<file path="src/rtl/cu_pkg.sv">
// Shared types for the multi-cycle control unit: states, opcodes,
// ALU select codes, field widths, and the output decode helpers.
package cu_pkg;

  localparam int PC_W  = 7;
  localparam int IR_W  = 16;
  localparam int DA_W  = 8;
  localparam int RA_W  = 4;
  localparam int SEL_W = 3;

  typedef enum logic [3:0] {
    S_INIT     = 4'd0,
    S_FETCH    = 4'd1,
    S_DECODE   = 4'd2,
    S_LOAD_A   = 4'd3,
    S_LOAD_B   = 4'd4,
    S_STORE    = 4'd5,
    S_ALU_EXEC = 4'd6,
    S_HALT     = 4'd7
  } state_t;

  typedef enum logic [3:0] {
    OP_NOOP  = 4'h0,
    OP_STORE = 4'h1,
    OP_LOAD  = 4'h2,
    OP_ADD   = 4'h3,
    OP_SUB   = 4'h4,
    OP_HALT  = 4'h5,
    OP_XOR   = 4'h6,
    OP_OR    = 4'h7,
    OP_AND   = 4'h8,
    OP_INC   = 4'h9,
    OP_PASS  = 4'hA
  } opcode_t;

  localparam logic [SEL_W-1:0] ALU_NONE = 3'b000;
  localparam logic [SEL_W-1:0] ALU_ADD  = 3'b001;
  localparam logic [SEL_W-1:0] ALU_SUB  = 3'b010;
  localparam logic [SEL_W-1:0] ALU_PASS = 3'b011;
  localparam logic [SEL_W-1:0] ALU_XOR  = 3'b100;
  localparam logic [SEL_W-1:0] ALU_OR   = 3'b101;
  localparam logic [SEL_W-1:0] ALU_AND  = 3'b110;
  localparam logic [SEL_W-1:0] ALU_INC  = 3'b111;

  typedef struct packed {
    logic             ir_ld;
    logic [DA_W-1:0]  d_addr;
    logic             d_wr;
    logic             rf_s;
    logic [RA_W-1:0]  rf_w_addr;
    logic             rf_w_en;
    logic [RA_W-1:0]  rf_ra_addr;
    logic [RA_W-1:0]  rf_rb_addr;
    logic [SEL_W-1:0] alu_sel;
    logic             halted;
  } cu_out_t;

  function automatic logic [SEL_W-1:0] alu_sel_of(
    input logic [3:0] op
  );
    logic [SEL_W-1:0] sel;
    sel = ALU_NONE;
    case (op)
      OP_ADD:  sel = ALU_ADD;
      OP_SUB:  sel = ALU_SUB;
      OP_PASS: sel = ALU_PASS;
      OP_XOR:  sel = ALU_XOR;
      OP_OR:   sel = ALU_OR;
      OP_AND:  sel = ALU_AND;
      OP_INC:  sel = ALU_INC;
      default: sel = ALU_NONE;
    endcase
    return sel;
  endfunction

  function automatic cu_out_t outs_of(
    input state_t          s,
    input logic [IR_W-1:0] ir
  );
    cu_out_t o;
    o = '0;
    case (s)
      S_FETCH: o.ir_ld = 1'b1;
      S_LOAD_A: begin
        o.d_addr = ir[11:4];
        o.rf_s   = 1'b1;
      end
      S_LOAD_B: begin
        o.d_addr    = ir[11:4];
        o.rf_s      = 1'b1;
        o.rf_w_en   = 1'b1;
        o.rf_w_addr = ir[3:0];
      end
      S_STORE: begin
        o.d_addr     = ir[7:0];
        o.rf_ra_addr = ir[11:8];
        o.d_wr       = 1'b1;
      end
      S_ALU_EXEC: begin
        o.rf_ra_addr = ir[11:8];
        o.rf_rb_addr = ir[7:4];
        o.rf_w_addr  = ir[3:0];
        o.rf_w_en    = 1'b1;
        o.alu_sel    = alu_sel_of(ir[15:12]);
      end
      S_HALT: o.halted = 1'b1;
      default: o = '0;
    endcase
    return o;
  endfunction

endpackage

</file>
<file path="src/rtl/program_counter.sv">
// 7-bit instruction address counter; wraps 127 -> 0 silently.
// Ports: Clk, Reset (sync), Clr (sync clear), Up (increment), Addr.
module program_counter
  import cu_pkg::*;
(
  input  logic            Clk,
  input  logic            Reset,
  input  logic            Clr,
  input  logic            Up,
  output logic [PC_W-1:0] Addr
);

  always_ff @(posedge Clk) begin
    if (Reset || Clr)
      Addr <= '0;
    else if (Up)
      Addr <= Addr + 1'b1;
  end

endmodule

</file>
<file path="src/rtl/control_unit.sv">
// Multi-cycle Moore control unit: fetch/decode/execute sequencing
// for a 16-bit ISA; strobes and addresses are registered.
// Ports: Clk, Reset (sync), IR_In in; PC_Addr, IR_Ld, D_Addr,
// D_Wr, RF_s, RF_* addr/en, ALU_Sel, State, Halted out.
// Build option CU_TRAP_ILLEGAL_EN: undefined opcodes halt.
module control_unit
  import cu_pkg::*;
(
  input  logic             Clk,
  input  logic             Reset,
  input  logic [IR_W-1:0]  IR_In,
  output logic [PC_W-1:0]  PC_Addr,
  output logic             IR_Ld,
  output logic [DA_W-1:0]  D_Addr,
  output logic             D_Wr,
  output logic             RF_s,
  output logic [RA_W-1:0]  RF_W_Addr,
  output logic             RF_W_En,
  output logic [RA_W-1:0]  RF_Ra_Addr,
  output logic [RA_W-1:0]  RF_Rb_Addr,
  output logic [SEL_W-1:0] ALU_Sel,
  output logic [3:0]       State,
  output logic             Halted
);

  state_t          state, nxt;
  logic [IR_W-1:0] ir, ir_nxt;
  cu_out_t         outs;

  always_comb begin
    nxt    = state;
    ir_nxt = ir;
    unique case (state)
      S_INIT:  nxt = S_FETCH;
      S_FETCH: begin
        nxt    = S_DECODE;
        ir_nxt = IR_In;
      end
      S_DECODE: begin
        case (ir[15:12])
          OP_NOOP:  nxt = S_FETCH;
          OP_LOAD:  nxt = S_LOAD_A;
          OP_STORE: nxt = S_STORE;
          OP_HALT:  nxt = S_HALT;
          OP_ADD, OP_SUB, OP_XOR, OP_OR,
          OP_AND, OP_INC, OP_PASS:
            nxt = S_ALU_EXEC;
`ifdef CU_TRAP_ILLEGAL_EN
          default:  nxt = S_HALT;
`else
          default:  nxt = S_FETCH;
`endif
        endcase
      end
      S_LOAD_A:   nxt = S_LOAD_B;
      S_LOAD_B:   nxt = S_FETCH;
      S_STORE:    nxt = S_FETCH;
      S_ALU_EXEC: nxt = S_FETCH;
      S_HALT:     nxt = S_HALT;
      default:    nxt = S_INIT;
    endcase
  end

  // Outputs are decoded from the upcoming state so they
  // appear registered yet aligned with the state they describe.
  always_ff @(posedge Clk) begin
    if (Reset) begin
      state <= S_INIT;
      ir    <= '0;
      outs  <= '0;
    end else begin
      state <= nxt;
      ir    <= ir_nxt;
      outs  <= outs_of(nxt, ir_nxt);
    end
  end

  program_counter u_pc (
    .Clk   (Clk),
    .Reset (Reset),
    .Clr   (state == S_INIT),
    .Up    (state == S_FETCH),
    .Addr  (PC_Addr)
  );

  assign State      = state;
  assign IR_Ld      = outs.ir_ld;
  assign D_Addr     = outs.d_addr;
  assign D_Wr       = outs.d_wr;
  assign RF_s       = outs.rf_s;
  assign RF_W_Addr  = outs.rf_w_addr;
  assign RF_W_En    = outs.rf_w_en;
  assign RF_Ra_Addr = outs.rf_ra_addr;
  assign RF_Rb_Addr = outs.rf_rb_addr;
  assign ALU_Sel    = outs.alu_sel;
  assign Halted     = outs.halted;

endmodule

</file>
<file path="config.mk">
export PLATFORM = sky130hd
export DESIGN_NAME = control_unit
export DESIGN_NICKNAME = d
export VERILOG_FILES = /design/src/rtl/cu_pkg.sv /design/src/rtl/program_counter.sv /design/src/rtl/control_unit.sv
export SDC_FILE = /design/constraint.sdc
export NUM_CORES = 1
export LEC_CHECK = 0
export CORE_MARGIN = 10
export CORE_UTILIZATION = 47
export DETAILED_ROUTE_END_ITERATION = 10
export PLACE_DENSITY = 0.83
export SLEW_MARGIN = 20
export SYNTH_ARGS = -nofsm -noshare
export SYNTH_HDL_FRONTEND = slang
export SYNTH_SLANG_ARGS = --single-unit
</file>
<file path="constraint.sdc">
create_clock -name Clk -period 2.5 [get_ports Clk]
set_clock_uncertainty 0.2 [all_clocks]
set_input_delay 0.5 -clock Clk [delete_from_list [all_inputs] [get_ports Clk]]
set_output_delay 0.5 -clock Clk [all_outputs]
set_load 0.02 [all_outputs]
</file>
==> flow_metrics.py <==
metrics = {
    "routing": {
        "num_vias": 1807,
        "drtIter0Drc": 139,
        "antenna_left": 0,
        "routed_wl_mm": 5.49,
        "drt_drc_violations_left": 0,
        "drt-vias-per-instance": 5.30,
        "wl_per_cell_microns": 16.1,
        "dr.pass1.iters": 4,
    },
    "floorplan": {
        "core_region_area_sq_mm": 0.00438,
        "die_w_microns": 87.6,
        "io_pins": 57,
        "placementRows": 24,
        "dieHeight_microns": 87.6,
        "die-area_sq_mm": 0.00767,
        "initial_core_util_pct": 49.0,
    },
    "synth": {
        "synth-main-ff-cell": "dfxtp_1",
        "syn_nets": 244,
        "synth_edf_count": 0,
        "synth_top_cell_by_area": "dfxtp_1",
        "netlist_instances": 225,
        "ys_types": 41,
        "yosys-top-cells-area": "dfxtp_1 53%, mux2i_1 9.3%, nor2_1 7.7%",
        "ys_seq_area_share_pct": 53.1,
        "yosysWarnings": 0,
        "syn_area_per_cell_sq_um": 9.54,
        "yosys.area.top_type_share_pct": 53.1,
        "synth-seq-cells": 57,
        "synthArstFlopShare_pct": 0,
        "syn_area_sq_mm": 0.00215,
    },
    "critical_path": {
        "critPathLaunchType": "flip-flop",
        "max_stage_delay_ns": 0.69,
        "critPathKind": "flip-flop to output port",
        "path_buf_inv": 1,
        "path_cells": "clkdlybuf4s50_1",
        "cp-end-kind": "output port",
        "critPathArrivalTime_ns": 1.58,
        "worstPathRequired_ns": 1.80,
        "cp.depth": 1,
        "critPathSlowestCell": "clkdlybuf4s50_1",
        "crit_fanout": 11,
        "reg2regPathDepth": 6,
        "crit_family": "buffers and inverters",
    },
    "timing": {
        "hold-worst-slack_ns": 0.293,
        "hold_viol": 0,
        "setup-tns-final_ns": 0,
        "period_needed_ns": 2.28,
        "finalWorstSetupSlack_ns": 0.220,
        "setup_violations": 0,
        "max_freq_mhz": 439,
        "period_share_pct": 91.2,
        "timing.slew.headroom_pct": 54.7,
        "worst_pin_slew_ns": 0.673,
        "rsz0062_at_grt": "no",
        "slew_violations": 0,
    },
    "cells_and_area": {
        "final_util_pct": 67.7,
        "drive_gt1_share_pct": 8.65,
        "layout_common_cells": "57 x dfxtp_1, 55 x clkdlybuf4s50_1, 44 x nor2_1, 20 x mux2i_1, 10 x clkbuf_8",
        "nFillCells": 353,
        "final_common_cell": "dfxtp_1",
        "syn_to_final_growth_pct": 38.3,
        "antenna_cells": 0,
        "nNetsFinal": 304,
        "instances_no_fill": 341,
        "final_area_sq_mm": 0.00297,
    },
    "pwr": {
        "p_per_area_mw_per_mm2": 750,
        "p_leak_nw": 1.16,
        "power_mw": 2.23,
        "peakVddDrop_v": 0.000425,
    },
    "clock_tree": {
        "cts_resized": 0,
        "holdBufCountCts": 0,
        "cts_buffers": 9,
        "cts_tree": "built",
        "clock_path_buffers": 2,
        "clock_latency_ns": 0.34,
        "root_buffer": "clkbuf_8",
        "cts-htree-levels": 3,
        "clkSinkCount": 57,
        "clkTransAtPathRegs_ns": 0.06,
        "post_cts_buffers": 0,
    },
    "hold_path": {
        "hp-class": "flip-flop to flip-flop",
        "hold_depth": 2,
    },
    "global_routing": {
        "grtUsageTotal_pct": 14.6,
        "overflow": 0,
        "antenna_found_initial": 0,
        "grt_pass1_wl_mm": 8.63,
        "grt_pass1_vias": 1784,
        "grt_max_degree": 24,
    },
    "placed_design": {
        "placed_cells": 326,
        "place_congestion": 0.826,
        "post-place-ws_ns": 0.254,
        "io_buffer_count": 55,
        "dpl_cell_area_sq_mm": 0.00276,
        "hpwl_mm": 3.76,
    },
    "run_status": {
        "status": "finished clean",
    },
    "run": {
        "drv_cap": 0,
    },
}
metal layers:
layer | track usage [%] | routed length (microns) | vias to the layer above
li1 | - | - | 886
met1 | 15.6 | 2140 | 847
met2 | 24.6 | 2830 | 63
met3 | 5.94 | 402 | 11
met4 | 7.25 | 111 | 0
met5 | 0 | 0 | -
flip-flops by register name (all words and copies together) (netlist names), 3 cells and up, named ones only:
signal,cells
ALU_Sel,3
RF_Rb_Addr,4
ir,16
State,3
u_pc.Addr,7
RF_Ra_Addr,4
RF_W_Addr,4
D_Addr,8
Yosys cell counts, types with 5 or more instances:
library cell and count:
dfxtp_1 57, nor2_1 44, mux2i_1 20, nand2_1 8, o21ai_0 8, o22ai_1 8, a21oi_1 6, clkbuf_1 6
inv_1 6, nor2b_1 6, xor2_1 6, buf_2 5
path summary, 6_finish.rpt:
kind | start | to | slack, ns
worst max-delay path | State[1]$_SDFF_PP0_ | State[1] | 0.22
worst min-delay path | u_pc.Addr[6]$_SDFFE_PP0P_ | u_pc.Addr[6]$_SDFFE_PP0P_ | 0.29
worst max register to register | State[1]$_SDFF_PP0_ | ALU_Sel[0]$_SDFF_PP0_ | 0.41
worst min register to register | u_pc.Addr[6]$_SDFFE_PP0P_ | u_pc.Addr[6]$_SDFFE_PP0P_ | 0.29
where the power goes:
group,leakage [nW],switching (mW),internal [mW]
Combinational,0.585,0.170,0.143
Sequential,0.463,0.0340,0.950
Clock,0.106,0.349,0.582
Total,1.16,0.553,1.67
cells by family after synthesis:
group	after synthesis	synth area share (%)
fa+ha+maj	1	0.583
mux	21	9.85
simple gates	85	19.5
other cells	1	0.175
flops	57	53.1
compound gates	33	9.56
buf+inv	19	3.96
xor+xnor	8	3.26
layout make-up:
type | instances | area [sq um] | area share [%]
clock buffers | 12 | 145 | 4.89
well taps | 52 | 65.1 | 2.19
flip-flops and latches | 57 | 1140 | 38.4
clock inverters | 3 | 65.1 | 2.19
inverters | 6 | 22.5 | 0.759
repair buffers | 62 | 603 | 20.3
multi-input cells | 149 | 927 | 31.2
Power figures use the tool's default switching activity.
